`config.mk`:
```
export PLATFORM = sky130hd
export DESIGN_NAME = sample_framer
export DESIGN_NICKNAME = d
export VERILOG_FILES = /design/src/rtl/sample_framer.sv
export SDC_FILE = /design/constraint.sdc
export NUM_CORES = 1
export LEC_CHECK = 0
export CAP_MARGIN = 5
export CELL_PAD_IN_SITES_DETAIL_PLACEMENT = 1
export CELL_PAD_IN_SITES_GLOBAL_PLACEMENT = 1
export CORE_MARGIN = 4
export CORE_UTILIZATION = 49
export DETAILED_ROUTE_END_ITERATION = 8
export PLACE_DENSITY = 0.86
export REMOVE_ABC_BUFFERS = 1
export SYNTH_ARGS = -nofsm -noshare
export SYNTH_HDL_FRONTEND = slang
export SYNTH_SLANG_ARGS = --single-unit
```
`constraint.sdc`:
```
create_clock -name clk -period 2.5 [get_ports clk]
set_input_delay 0.5 -clock clk [delete_from_list [all_inputs] [get_ports clk]]
set_output_delay 0.5 -clock clk [all_outputs]
set_load 0.1 [all_outputs]
```
`src/rtl/sample_framer.sv`:
```
// Ping-pong sample framer: collects strobed samples into 16-word frames and
// streams complete frames with valid/ready. Define BIT_REVERSE_EN for bit-reversed read order.
module sample_framer #(
   parameter int DATA_W = 16
) (
   input  logic              clk,
   input  logic              rst,
   input  logic              sampling_signal,
   input  logic [DATA_W-1:0] sample_in,
   output logic              out_valid,
   input  logic              out_ready,
   output logic [DATA_W-1:0] out_data,
   output logic [3:0]        out_index,
   output logic              out_last,
   output logic              overrun
);

   logic [DATA_W-1:0] bank_q [2][16];
   logic [1:0]        full_q, full_d;
   logic              fill_sel_q, fill_sel_d;
   logic              rd_sel_q, rd_sel_d;
   logic [3:0]        wr_cnt_q, wr_cnt_d;
   logic [3:0]        rd_cnt_q, rd_cnt_d;
   logic              overrun_q, overrun_d;

   logic              xfer;
   logic              release_rd;
   logic              accept;
   logic [3:0]        rd_pos;

   function automatic logic [3:0] order(input logic [3:0] k);
`ifdef BIT_REVERSE_EN
      return {k[0], k[1], k[2], k[3]};
`else
      return k;
`endif
   endfunction

   always_comb begin
      out_valid  = full_q[rd_sel_q];
      rd_pos     = order(rd_cnt_q);
      out_data   = bank_q[rd_sel_q][rd_pos];
      // rd_cnt only moves on transfers, so it is 0 whenever out_valid is low
      out_index  = rd_pos;
      out_last   = out_valid && (rd_cnt_q == 4'd15);
      overrun    = overrun_q;

      xfer       = out_valid && out_ready;
      release_rd = xfer && (rd_cnt_q == 4'd15);
      // a bank freed on this edge may be refilled on the same edge
      accept     = sampling_signal &&
                   (!full_q[fill_sel_q] || (release_rd && (rd_sel_q == fill_sel_q)));

      full_d     = full_q;
      fill_sel_d = fill_sel_q;
      rd_sel_d   = rd_sel_q;
      wr_cnt_d   = wr_cnt_q;
      rd_cnt_d   = rd_cnt_q;
      overrun_d  = overrun_q;

      if (xfer) begin
         rd_cnt_d = rd_cnt_q + 4'd1;
         if (release_rd) begin
            full_d[rd_sel_q] = 1'b0;
            rd_sel_d         = ~rd_sel_q;
         end
      end

      if (sampling_signal && !accept) begin
         overrun_d = 1'b1;
      end

      if (accept) begin
         wr_cnt_d = wr_cnt_q + 4'd1;
         if (wr_cnt_q == 4'd15) begin
            full_d[fill_sel_q] = 1'b1;
            fill_sel_d         = ~fill_sel_q;
         end
      end
   end

   always_ff @(posedge clk) begin
      if (rst) begin
         full_q     <= 2'b00;
         fill_sel_q <= 1'b0;
         rd_sel_q   <= 1'b0;
         wr_cnt_q   <= 4'd0;
         rd_cnt_q   <= 4'd0;
         overrun_q  <= 1'b0;
      end else begin
         full_q     <= full_d;
         fill_sel_q <= fill_sel_d;
         rd_sel_q   <= rd_sel_d;
         wr_cnt_q   <= wr_cnt_d;
         rd_cnt_q   <= rd_cnt_d;
         overrun_q  <= overrun_d;
      end
   end

   // sample storage carries no reset
   always_ff @(posedge clk) begin
      if (!rst && accept) begin
         bank_q[fill_sel_q][wr_cnt_q] <= sample_in;
      end
   end

endmodule

```
==> flow_summary.toml <==
[grt]
grt_pass1_vias = 13822
overflow = 0
grt_max_degree = 33
grt_pass1_wl_mm = 101
grt.total_usage_pct = 31.4
antenna_found_initial = 0

[placed_design]
gp_congestion = 0.889
dp_hpwl_mm = 37.7
dp_cells = 1823
placed_cell_area_um2 = 23400
dp_slack_ns = -0.478
portBuffers = 42

[timing]
setup_ws_ns = -0.791
final.setup_skew_ns = 0.0305
fin_crit_sh_pct = 132
fmax_mhz = 304
maxSlewViolCount = 0
holdWs_ns = 0.544
setup_violations = 16
max-slew-margin-rel_pct = 58.6
worstMarginPinSlew_ns = 0.620
rsz0062_at_grt = "true"
fin_crit_ns = 3.29
finalHoldViolations = 0

[logic_synthesis]
synthFlopType = "edfxtp_1"
syn_inst = 1147
ys_ff_latch = 526
synth.cell_area_um2 = 20600
avgSynthCellArea_um2 = 18.0
async_reset_ff_share_pct = 0
synth_edf_count = 512
yosysSeqAreaShare_pct = 75.9
ys_warn_count = 0
yosysUniqueCellTypes = 41

[power]
leakage_nw = 8.53
power_frac_clock_pct = 44.3
switching_share_pct = 21.5
powerDensity_nw_per_um2 = 678
switching_power_w = 0.00396
seqPwrFrac_pct = 52.8
p_int_w = 0.0144
combPwrFrac_pct = 2.9
irDropWorstVdd_uv = 1040

[clock_network]
cts_tree = "done"
cts_htree_levels = 2
clk_pin_slew_ns = 0.07
insertion_delay_ns = 0.63
clock-sinks = 526
clockBufferDepth = 3
root_buffer = "clkbuf_16"
numCtsBuffers = 52

[floorplanning]
io_pins = 43
fp-row-count = 74
dieHeight_um = 213
die_w_um = 213
dieArea_um2 = 45400
start_util_pct = 50.1
core_um2 = 41200

[final_layout]
stdcell_count = 2012
num-nets-final = 1467
fill_cells = 3412
area_growth_pct = 31.4
final_area_um2 = 27100
post-route-util_pct = 65.8
diodes = 0
layout-drive-gt1-share_pct = 34.1

[critical_path]
cp_common_cell = "buf_12"
path_class = "reg -> out"
cpPeakStageDelay_ns = 0.44
worst_setup_path_end_kind = "output pin"
critical_path_arrival_ns = 2.79
worst-path-buf-inv = 6
cp_slowest_cell = "dfxtp_4"
crit_required_ns = 2.00
critPathTopFamily = "buffers and inverters"
worst-path-max-fanout = 8
path_cells = "buf_12, buf_4, nor4b_4, buf_6, buf_12, a22oi_1, nand4_1, nor2_1, buf_4, buf_12"
startpoint_type = "flop"

[route]
drc = 0
routedWlPerCell_um = 37.5
vias = 13283
dr.pass1.iters = 5
drt-total-wl_mm = 75.4
vias_per_cell = 6.60
ant_nets = 0
drtIter0Drc = 1495

[job]
cap_violations = 0

[run_status]
status = "complete, but fails checks"
failed_checks = "setup timing"

[worst_hold_path]
hold_class = "reg -> reg"
## worst register-to-register path, delay by kind of cell (launching register included)
kind            cells  cell delay, ns
compound gates      1            0.16
buf+inv             3            0.47
simple gates        3            0.95
fa+ha+maj           1            0.14
flops               1            0.44
## cells in the mapped netlist (2+ instances only)
library cell  count  area [um^2]
buf_1             3         11.3
a41o_1            2         20.0
nand4_1          33          206
ha_1              5         62.6
nor4bb_1          2         20.0
nand2_1           6         22.5
a21oi_1           5         25.0
nor2_1           57          214
nor4b_2           3         45.0
a22oi_1         128          961
o21ai_0           2         10.0
xor2_1            4         35.0
buf_2            41          205
nand3_1          11         55.1
and4b_1           4         40.0
and4bb_2          4         50.1
buf_4             5         37.5
mux2i_1         257         2570
dfxtp_1          14          280
clkbuf_1         16         60.1
nand4_2           3         37.5
inv_1             6         22.5
and3_1            2         12.5
a21o_1            2         15.0
or3_1             3         18.8
edfxtp_1        512        15400
buf_6             3         33.8
## worst paths after layout
kind              slack, ns             end         start  cells past startpoint
setup reg to reg       0.01  bank_q[0][192]  out_index[0]                      8
hold / removal         0.54         overrun       overrun                      2
hold reg to reg        0.54         overrun       overrun                      2
setup / recovery      -0.79     out_data[2]  out_index[0]                     10
## placed cells by master (no fill, tap or decap), types with 4 or more instances in the layout
cell type	netlist	routed
nor4b_4	1	4
and4bb_4	0	4
a21oi_1	5	5
clkinv_1	0	9
buf_6	3	35
a22oi_2	0	55
nand3_1	11	11
clkinv_2	0	10
clkbuf_1	16	8
ha_1	5	4
nor2_4	0	16
clkbuf_16	0	57
buf_4	5	158
inv_1	6	6
mux2i_1	257	243
nand4_1	33	33
nor2_1	57	18
dfxtp_1	14	10
buf_8	0	6
edfxtp_1	512	512
clkdlybuf4s50_1	0	19
dfxtp_4	0	4
nor2_2	0	23
a22oi_1	128	73
nand2_1	6	6
mux2i_2	0	11
buf_16	0	12
bufinv_16	0	7
buf_12	0	71
xor2_1	4	4
## flip-flops by register name, indices dropped and copies added, names as in the netlist, named ones only
register and cells:
bank_q 512, out_index 4, wr_cnt_q 4, full_q 2, fill_sel_q 1, overrun 1
rd_sel_q 1
## logic make-up after synthesis
group / share of synthesized area [%]
DFF: 75.9
muxes: 12.5
AOI/OAI and AO/OA: 5.30
and+or+nand+nor: 3.90
buffers and inverters: 1.82
xor gates and xnor gates: 0.212
adders and majority gates: 0.303
## repair_timing
action,CTS,global route
buffers inserted,66,22
hold buffers,0,0
cloned,12,12
resized for setup,147,91
setup endpoints to repair,208,376
pin swaps,81,50
## routing by layer
metal,wire length [um],up-vias,GRT usage (%),share of wire (%)
li1,-,5225,-,-
met1,26100,6851,37.5,35
met2,38200,924,55.1,51
met3,5800,283,4.95,7.7
met4,5340,0,16.3,7.1
met5,0,-,0,0
## power groups by stage
stage	registers (W)	clock network, W	logic (W)
2_1_floorplan	0.00989	0	0.000142
3_3_place_gp	0.00989	0	0.000455
3_5_place_dp	0.00989	0	0.000483
4_1_cts	0.00970	0.00797	0.000495
5_1_grt	0.00970	0.00858	0.000542
6_report	0.00970	0.00815	0.000532
## per-stage QoR
step / power (W) / setup TNS [ns]
floorplan: 0.0100 / -663.74
global placement: 0.0103 / -2.48
detailed placement: 0.0104 / -11.59
CTS: 0.0182 / -9.85
global route: 0.0188 / -11.67
finish: 0.0184 / -11.28
## final cells by class
class	count	area [um^2]	area share, %
Multi-Input combinational cell	546	5260	19.4
Inverter	6	22.5	0.0831
Sequential cell	526	15700	57.8
Tap cell	532	666	2.46
Clock inverter	31	334	1.23
Clock buffer	61	1360	5.00
Timing Repair Buffer	310	3800	14.0
(Power assumes the default switching activity.)
